===== config.mk =====
export PLATFORM = sky130hd
export DESIGN_NAME = fosfor_present_hostif
export DESIGN_NICKNAME = d
export VERILOG_FILES = /design/src/rtl/fosfor_present_hostif_pkg.sv /design/src/rtl/fosfor_present_seq.sv /design/src/rtl/fosfor_present_hostif.sv
export SDC_FILE = /design/constraint.sdc
export NUM_CORES = 1
export LEC_CHECK = 0
export CORE_ASPECT_RATIO = 2
export CORE_MARGIN = 1.5
export CORE_UTILIZATION = 30
export DETAILED_ROUTE_END_ITERATION = 8
export PLACE_DENSITY_LB_ADDON = 0.05
export SLEW_MARGIN = 40
export SYNTH_ARGS = -nofsm -noshare
export SYNTH_HDL_FRONTEND = slang
export SYNTH_SLANG_ARGS = --single-unit

===== constraint.sdc =====
create_clock -name Clk_ik -period 7.8 [get_ports Clk_ik]
set_input_delay 0.78 -clock Clk_ik [delete_from_list [all_inputs] [get_ports Clk_ik]]
set_output_delay 0.78 -clock Clk_ik [all_outputs]
set_load 0.05 [all_outputs]

===== src/rtl/fosfor_present_hostif_pkg.sv =====
// Shared constants for the PRESENT host interface: host port codes, command
// bit positions, register map anchors and the sequencer state encoding.
package fosfor_present_hostif_pkg;

  // Host port select codes on Addr_ib.
  localparam logic [1:0] PORT_IDLE    = 2'b00;
  localparam logic [1:0] PORT_CMD     = 2'b01;
  localparam logic [1:0] PORT_DATA_LO = 2'b10;
  localparam logic [1:0] PORT_DATA_HI = 2'b11;

  // Bit positions inside the command register.
  localparam int CMD_LATCH   = 0;
  localparam int CMD_ADVANCE = 1;
  localparam int CMD_WRITE   = 2;
  localparam int CMD_START   = 3;

  // Register map anchors.
  localparam logic [7:0] KEY_OFFSET    = 8'h10;
  localparam logic [7:0] TEST_REG_ADDR = 8'h08;

  typedef enum logic [1:0] {
    ST_IDLE = 2'd0,
    ST_RUN  = 2'd1,
    ST_DONE = 2'd2
  } seq_state_e;

endpackage


===== src/rtl/fosfor_present_seq.sv =====
// Core run sequencer: issues the start pulse, waits for the core to report
// ready, aborts after TIMEOUT cycles and keeps the sticky error flag.
module fosfor_present_seq
  import fosfor_present_hostif_pkg::*;
#(
  parameter int TIMEOUT = 64
) (
  input  logic clk_i,
  input  logic rst_i,
  input  logic start_req_i,
  input  logic wr_blocked_i,
  input  logic ready_i,
  output logic start_o,
  output logic run_o,
  output logic done_o,
  output logic error_o
);

  seq_state_e state_q, state_d;
  logic [7:0] cnt_q, cnt_d;
  logic [7:0] cnt_inc;
  logic       error_q, error_d;

  assign cnt_inc = cnt_q + 8'd1;

  // Next-state, counter and error-flag logic.
  always_comb begin
    // NOTE: every output of this block gets a default first, so no path can leave one unassigned and infer a latch.
    state_d = state_q;
    cnt_d   = cnt_q;
    error_d = error_q;
    start_o = 1'b0;
    case (state_q)
      ST_IDLE, ST_DONE: begin
        if (start_req_i) begin
          start_o = 1'b1;
          error_d = 1'b0;
          cnt_d   = 8'd0;
          state_d = ST_RUN;
        end
      end
      ST_RUN: begin
        cnt_d = cnt_inc;
        if (start_req_i || wr_blocked_i) error_d = 1'b1;
        // cnt_q==0 is the first RUN cycle, one cycle after the start pulse;
        // the core result is only trusted from the second cycle on.
        if (ready_i && (cnt_q != 8'd0)) begin
          state_d = ST_DONE;
        end else if (cnt_inc == 8'(TIMEOUT)) begin
          error_d = 1'b1;
          state_d = ST_IDLE;
        end
      end
      default: state_d = ST_IDLE;
    endcase
    // A reset cycle must never launch the core.
    if (rst_i) start_o = 1'b0;
  end

  // State register with synchronous reset.
  always_ff @(posedge clk_i) begin
    // NOTE: non-blocking assignments here so every register samples the pre-edge values, independent of statement order.
    if (rst_i) begin
      state_q <= ST_IDLE;
      cnt_q   <= 8'd0;
      error_q <= 1'b0;
    end else begin
      state_q <= state_d;
      cnt_q   <= cnt_d;
      error_q <= error_d;
    end
  end

  assign run_o   = (state_q == ST_RUN);
  assign done_o  = (state_q == ST_DONE);
  assign error_o = error_q;

endmodule


===== src/rtl/fosfor_present_hostif.sv =====
// Nibble-wide host port to a PRESENT block cipher core: command register,
// 8-bit register address, byte-lane text/key loading, cipher readback.
module fosfor_present_hostif
  import fosfor_present_hostif_pkg::*;
#(
  parameter int KEY_BITS = 80,
  parameter int AUTO_INC = 1,
  parameter int TIMEOUT  = 64
) (
  input  logic                  Clk_ik,
  input  logic                  Reset_ir,
  input  logic [1:0]            Addr_ib,
  input  logic [3:0]            Data_ib,
  output logic [7:0]            Data_ob,
  output logic [63:0]           PlainText_ob,
  output logic [7:0]            TextRegEnable_ob,
  output logic [KEY_BITS-1:0]   Key_ob,
  output logic [KEY_BITS/8-1:0] KeyRegEnable_ob,
  output logic                  Start_o,
  input  logic                  Ready_i,
  input  logic [63:0]           CipherText_ib
);

  localparam int KEY_BYTES = KEY_BITS / 8;

  logic [3:0] cmd_q, cmd_d;
  logic [7:0] input_data_q, input_data_d;
  logic [7:0] reg_addr_q, reg_addr_d;
  logic [7:0] test_q, test_d;
  logic [7:0] key_idx, rd_data, status;
  logic       text_hit, key_hit, wr_cmd, wr_blocked;
  logic       run, done, error;

  assign wr_cmd     = cmd_q[CMD_WRITE];
  assign text_hit   = (reg_addr_q[7:3] == 5'd0);
  assign key_idx    = reg_addr_q - KEY_OFFSET;
  assign key_hit    = (reg_addr_q >= KEY_OFFSET) && (key_idx < 8'(KEY_BYTES));
  assign wr_blocked = wr_cmd && run && (text_hit || key_hit);

  // Host port decode: the command register clears unless reloaded.
  always_comb begin
    cmd_d        = 4'd0;
    input_data_d = input_data_q;
    case (Addr_ib)
      PORT_IDLE:    ;
      PORT_CMD:     cmd_d = Data_ib;
      PORT_DATA_LO: input_data_d[3:0] = Data_ib;
      PORT_DATA_HI: input_data_d[7:4] = Data_ib;
    endcase
  end

  // Address and test-register update; the write uses the old address and a
  // latch in the same command overrides any advance.
  always_comb begin
    reg_addr_d = reg_addr_q;
    test_d     = test_q;
    if (wr_cmd && (reg_addr_q == TEST_REG_ADDR)) test_d = input_data_q;
    if (cmd_q[CMD_LATCH]) begin
      reg_addr_d = input_data_q;
    end else if (cmd_q[CMD_ADVANCE] || (wr_cmd && (AUTO_INC != 0))) begin
      reg_addr_d = reg_addr_q + 8'd1;
    end
  end

  // Host-side registers with synchronous reset.
  always_ff @(posedge Clk_ik) begin
    if (Reset_ir) begin
      cmd_q        <= 4'd0;
      input_data_q <= 8'd0;
      reg_addr_q   <= 8'd0;
      test_q       <= 8'd0;
    end else begin
      cmd_q        <= cmd_d;
      input_data_q <= input_data_d;
      reg_addr_q   <= reg_addr_d;
      test_q       <= test_d;
    end
  end

  // One-hot byte-lane write strobes toward the core, suppressed while running.
  always_comb begin
    PlainText_ob     = '0;
    TextRegEnable_ob = '0;
    Key_ob           = '0;
    KeyRegEnable_ob  = '0;
    if (wr_cmd && !run && !Reset_ir) begin
      if (text_hit) begin
        TextRegEnable_ob[reg_addr_q[2:0]]            = 1'b1;
        PlainText_ob[{reg_addr_q[2:0], 3'b000} +: 8] = input_data_q;
      end
      for (int i = 0; i < KEY_BYTES; i++) begin
        if (key_hit && (key_idx == 8'(i))) begin
          KeyRegEnable_ob[i] = 1'b1;
          Key_ob[8*i +: 8]   = input_data_q;
        end
      end
    end
  end

  // Host read mux: register data on the data ports, status otherwise.
  always_comb begin
    rd_data = 8'h00;
    if (text_hit) rd_data = CipherText_ib[{reg_addr_q[2:0], 3'b000} +: 8];
    else if (reg_addr_q == TEST_REG_ADDR) rd_data = test_q;
    status  = {((KEY_BITS == 128) ? 1'b1 : 1'b0), 3'b000, error, done, run, Ready_i};
    Data_ob = Addr_ib[1] ? rd_data : status;
  end

  fosfor_present_seq #(
    .TIMEOUT(TIMEOUT)
  ) u_seq (
    .clk_i       (Clk_ik),
    .rst_i       (Reset_ir),
    .start_req_i (cmd_q[CMD_START]),
    .wr_blocked_i(wr_blocked),
    .ready_i     (Ready_i),
    .start_o     (Start_o),
    .run_o       (run),
    .done_o      (done),
    .error_o     (error)
  );

endmodule

==> metrics.md <==
| Metric | Value |
|---|---|
| RSZ-0062 raised after global routing | `false` |
| Post-DP HPWL | `about 13000 um` |
| Tightest Pin Transition | `between 0.8 and 0.9 ns` |
| Post-synth top area share | `19.9%` |
| CP endpoint kind | `output port` |
| R2R depth | `6` |
| Die span in y | `between 150 and 200 um` |
| Max Slew Vio Count | `0` |
| Area grow syn2layout | `68.9%` |
| Pre-antenna DRT Iters | `5` |
| # resized after CTS | `0` |
| Commonest non-fill, non-tap cell in the layout | `clkdlybuf4s50_1` |
| Setup ws final | `2.84 ns` |
| Largest net degree at the start of global routing | `between 40 and 50` |
| Fin nets | `between 800 and 900` |
| Die W | `about 84 um` |
| Final Skew | `about 0.0043 ns` |
| Number of enable flip-flop cells after synthesis | `0` |
| Post-Synthesis Cells | `~540` |
| Worst hold path class | `register to register` |
| Initial detailed-routing violation count | `154` |
| Worst Path Required | `between 7 and 8 ns` |
| Min cycle time layout | `slightly below 5 ns` |
| Initial antenna violation count | `0` |
| Clock latency on the worst-skew pair | `0.29 ns` |
| Vias in the first global route | `about 4500` |
| CTS buffer count | `5` |
| Global-route wire length before repair | `about 26000 um` |
| Port Buf Inserts | `about 240` |
| Hold Fails Final Rpt | `0` |
| GRT Overall Usage | `roughly a quarter` |
| Root Buffer | `clkbuf_16` |
| Run status | `completed` |
| # hold bufs at CTS | `0` |
| GRT overflow | `0` |
| Synth unique cells | `56` |
| Vias per cell | `a little over 5` |
| Core area | `12700 um2` |
| Crit path launch type | `input port` |
| Avg Cell Area, Syn | `slightly above 7 um2` |
| Pre-CTS setup slack | `approximately 2.5 ns` |
| Relative slew slack | `44.1%` |
| FP Rows | `58` |
| FFs w/ async S/R, synth | `0%` |
| Maximum VDD drop | `around 0.11 mV` |
| Hold path cells | `2` |
| Seq/Total Area, Yosys | `about 20%` |
| Top FF cell, synth | `dfxtp_1` |
| Layout Utilization | `52.1%` |
| Via count | `4684` |
| Mapped cell area | `about 3900 um2` |
| Seq cells post-synth | `39` |
| CTS tree | `yes` |
| Top post-synthesis cells by area | `dfxtp_1 (20%), and2_1 (19%), mux2i_1 (6.6%)` |
| DRC Markers | `0` |
| Worst Path Max Fanout | `39` |
| Share of layout cells above drive strength 1 | `about 5.7%` |
| Final ANT Viol Nets | `0` |
| Cell taking the most area after synthesis | `dfxtp_1` |
| Die area | `13800 um2` |
| Crit share post-route | `a little under two thirds` |
| I/O pins | `244` |
| CTS Sinks | `39` |
| Setup TNS | `0 ns` |
| CP Data Arrival Time | `between 4 and 5 ns` |
| Fillers | `roughly 1200` |
| Drt wl/cell | `~19 um` |
| Final setup violation count | `0` |
| Setup bufs post-CTS | `0` |
| P_leak | `0.00232 uW` |
| Synth Warn # | `0` |
| Antenna diodes | `0` |
| H-tree depth | `2` |
| Max Cap Viol | `0` |
| Total wire length | `~17000 um` |
| Pwr dens | `between 80 and 90 nW/um2` |
| Commonest cells after routing, fill and taps aside | `clkdlybuf4s50_1 (243), and2_1 (118), nor2_1 (41)` |
| Post-Synthesis Net Count | `around 630` |
| Gpl congestion | `0.832` |
| WS Path Type | `input port to output port` |
| Initial Util | `between 30 and 40%` |
| Max Fclk | `slightly above 0.2 GHz` |
| Clock transition at path regs | `0.06 ns` |
| Clk buf depth | `2` |
[through the flow]
| stage | power, uW | instances | cell area, um2 | hold slack (ns) |
|---|---|---|---|---|
| after global routing | 610 | 902 | 6620 | 0.535 |
| after detailed placement | 354 | 893 | 6420 | 0.489 |
| after floorplan | 286 | 543 | 3920 | 0.464 |
| after global placement | 352 | 893 | 6400 | 0.484 |
| final | 589 | 902 | 6620 | 0.501 |
| after CTS | 594 | 901 | 6590 | 0.504 |
[path summary, 6_finish.rpt]
kind | start | endpoint | slack (ns)
worst max-delay path | Reset_ir | Key_ob[1] | 2.84
worst min-delay path | test_q[6] | test_q[6] | 0.50
worst max register to register | reg_addr_q[0] | test_q[3] | 5.23
worst min register to register | test_q[6] | test_q[6] | 0.50
[cell type report]
type	count	area (um2)	area share, %
well taps	150	188	2.83
inverters	23	86.3	1.30
repair buffers	249	2480	37.5
clock buffers	5	125	1.89
multi-input cells	433	2910	44.0
clock inverters	3	46.3	0.699
flip-flops and latches	39	785	11.8
[flip-flops by register name, summed over array words and instances (netlist names)]
register       flops
input_data_q       8
reg_addr_q         8
test_q             8
u_seq.cnt_q        8
cmd_q              4
u_seq.state_q      2
u_seq.error_o      1
[synthesized netlist by cell type, drive strengths merged, types with 12 or more instances]
| library cell | instances |
|---|---|
| nor2 | 41 |
| nand2 | 24 |
| nand2b | 14 |
| inv | 22 |
| and2 | 118 |
| dfxtp | 39 |
| nor3 | 37 |
| nand3 | 12 |
| nor4 | 24 |
| o21ai | 14 |
| clkbuf | 40 |
| mux2i | 26 |
| a21oi | 19 |
[critical path: stages]
cell and delay (ns):
clkdlybuf4s50_1 0.40, buf_4 0.26, nor2b_1 0.21, nand4_1 0.42, buf_6 0.32, nor4_1 0.52
buf_4 0.25, and2_1 0.14, clkdlybuf4s50_1 0.85
[power by group]
group / total (uW) / switching, uW / internal [uW] / leakage [uW]
Sequential: 222 / 18.0 / 204 / 0.000317
Combinational: 128 / 63.8 / 64.6 / 0.00192
Clock: 239 / 86.9 / 152 / 0.0000804
[layer usage]
metal | up-vias | track usage (%) | wire [um]
li1 | 2300 | - | -
met1 | 2187 | 26.6 | 6500
met4 | 0 | 8.72 | 528
met3 | 34 | 2.45 | 694
met5 | - | 0 | 0
met2 | 163 | 45.7 | 9510
[kinds of logic (layout without fill, tap and decap cells)]
family                     Yosys count  after routing  synth area share [%]
and+or+nand+nor                    304            304                  44.2
DFF                                 39             39                  19.9
muxes                               36             36                  11.2
adders and majority gates            9              9                  2.87
buffers and inverters               71            280                  6.86
xor gates and xnor gates            11             11                  2.46
AOI/OAI and AO/OA                   73             73                  12.5
Note: power is estimated with default switching activity, not from simulation.
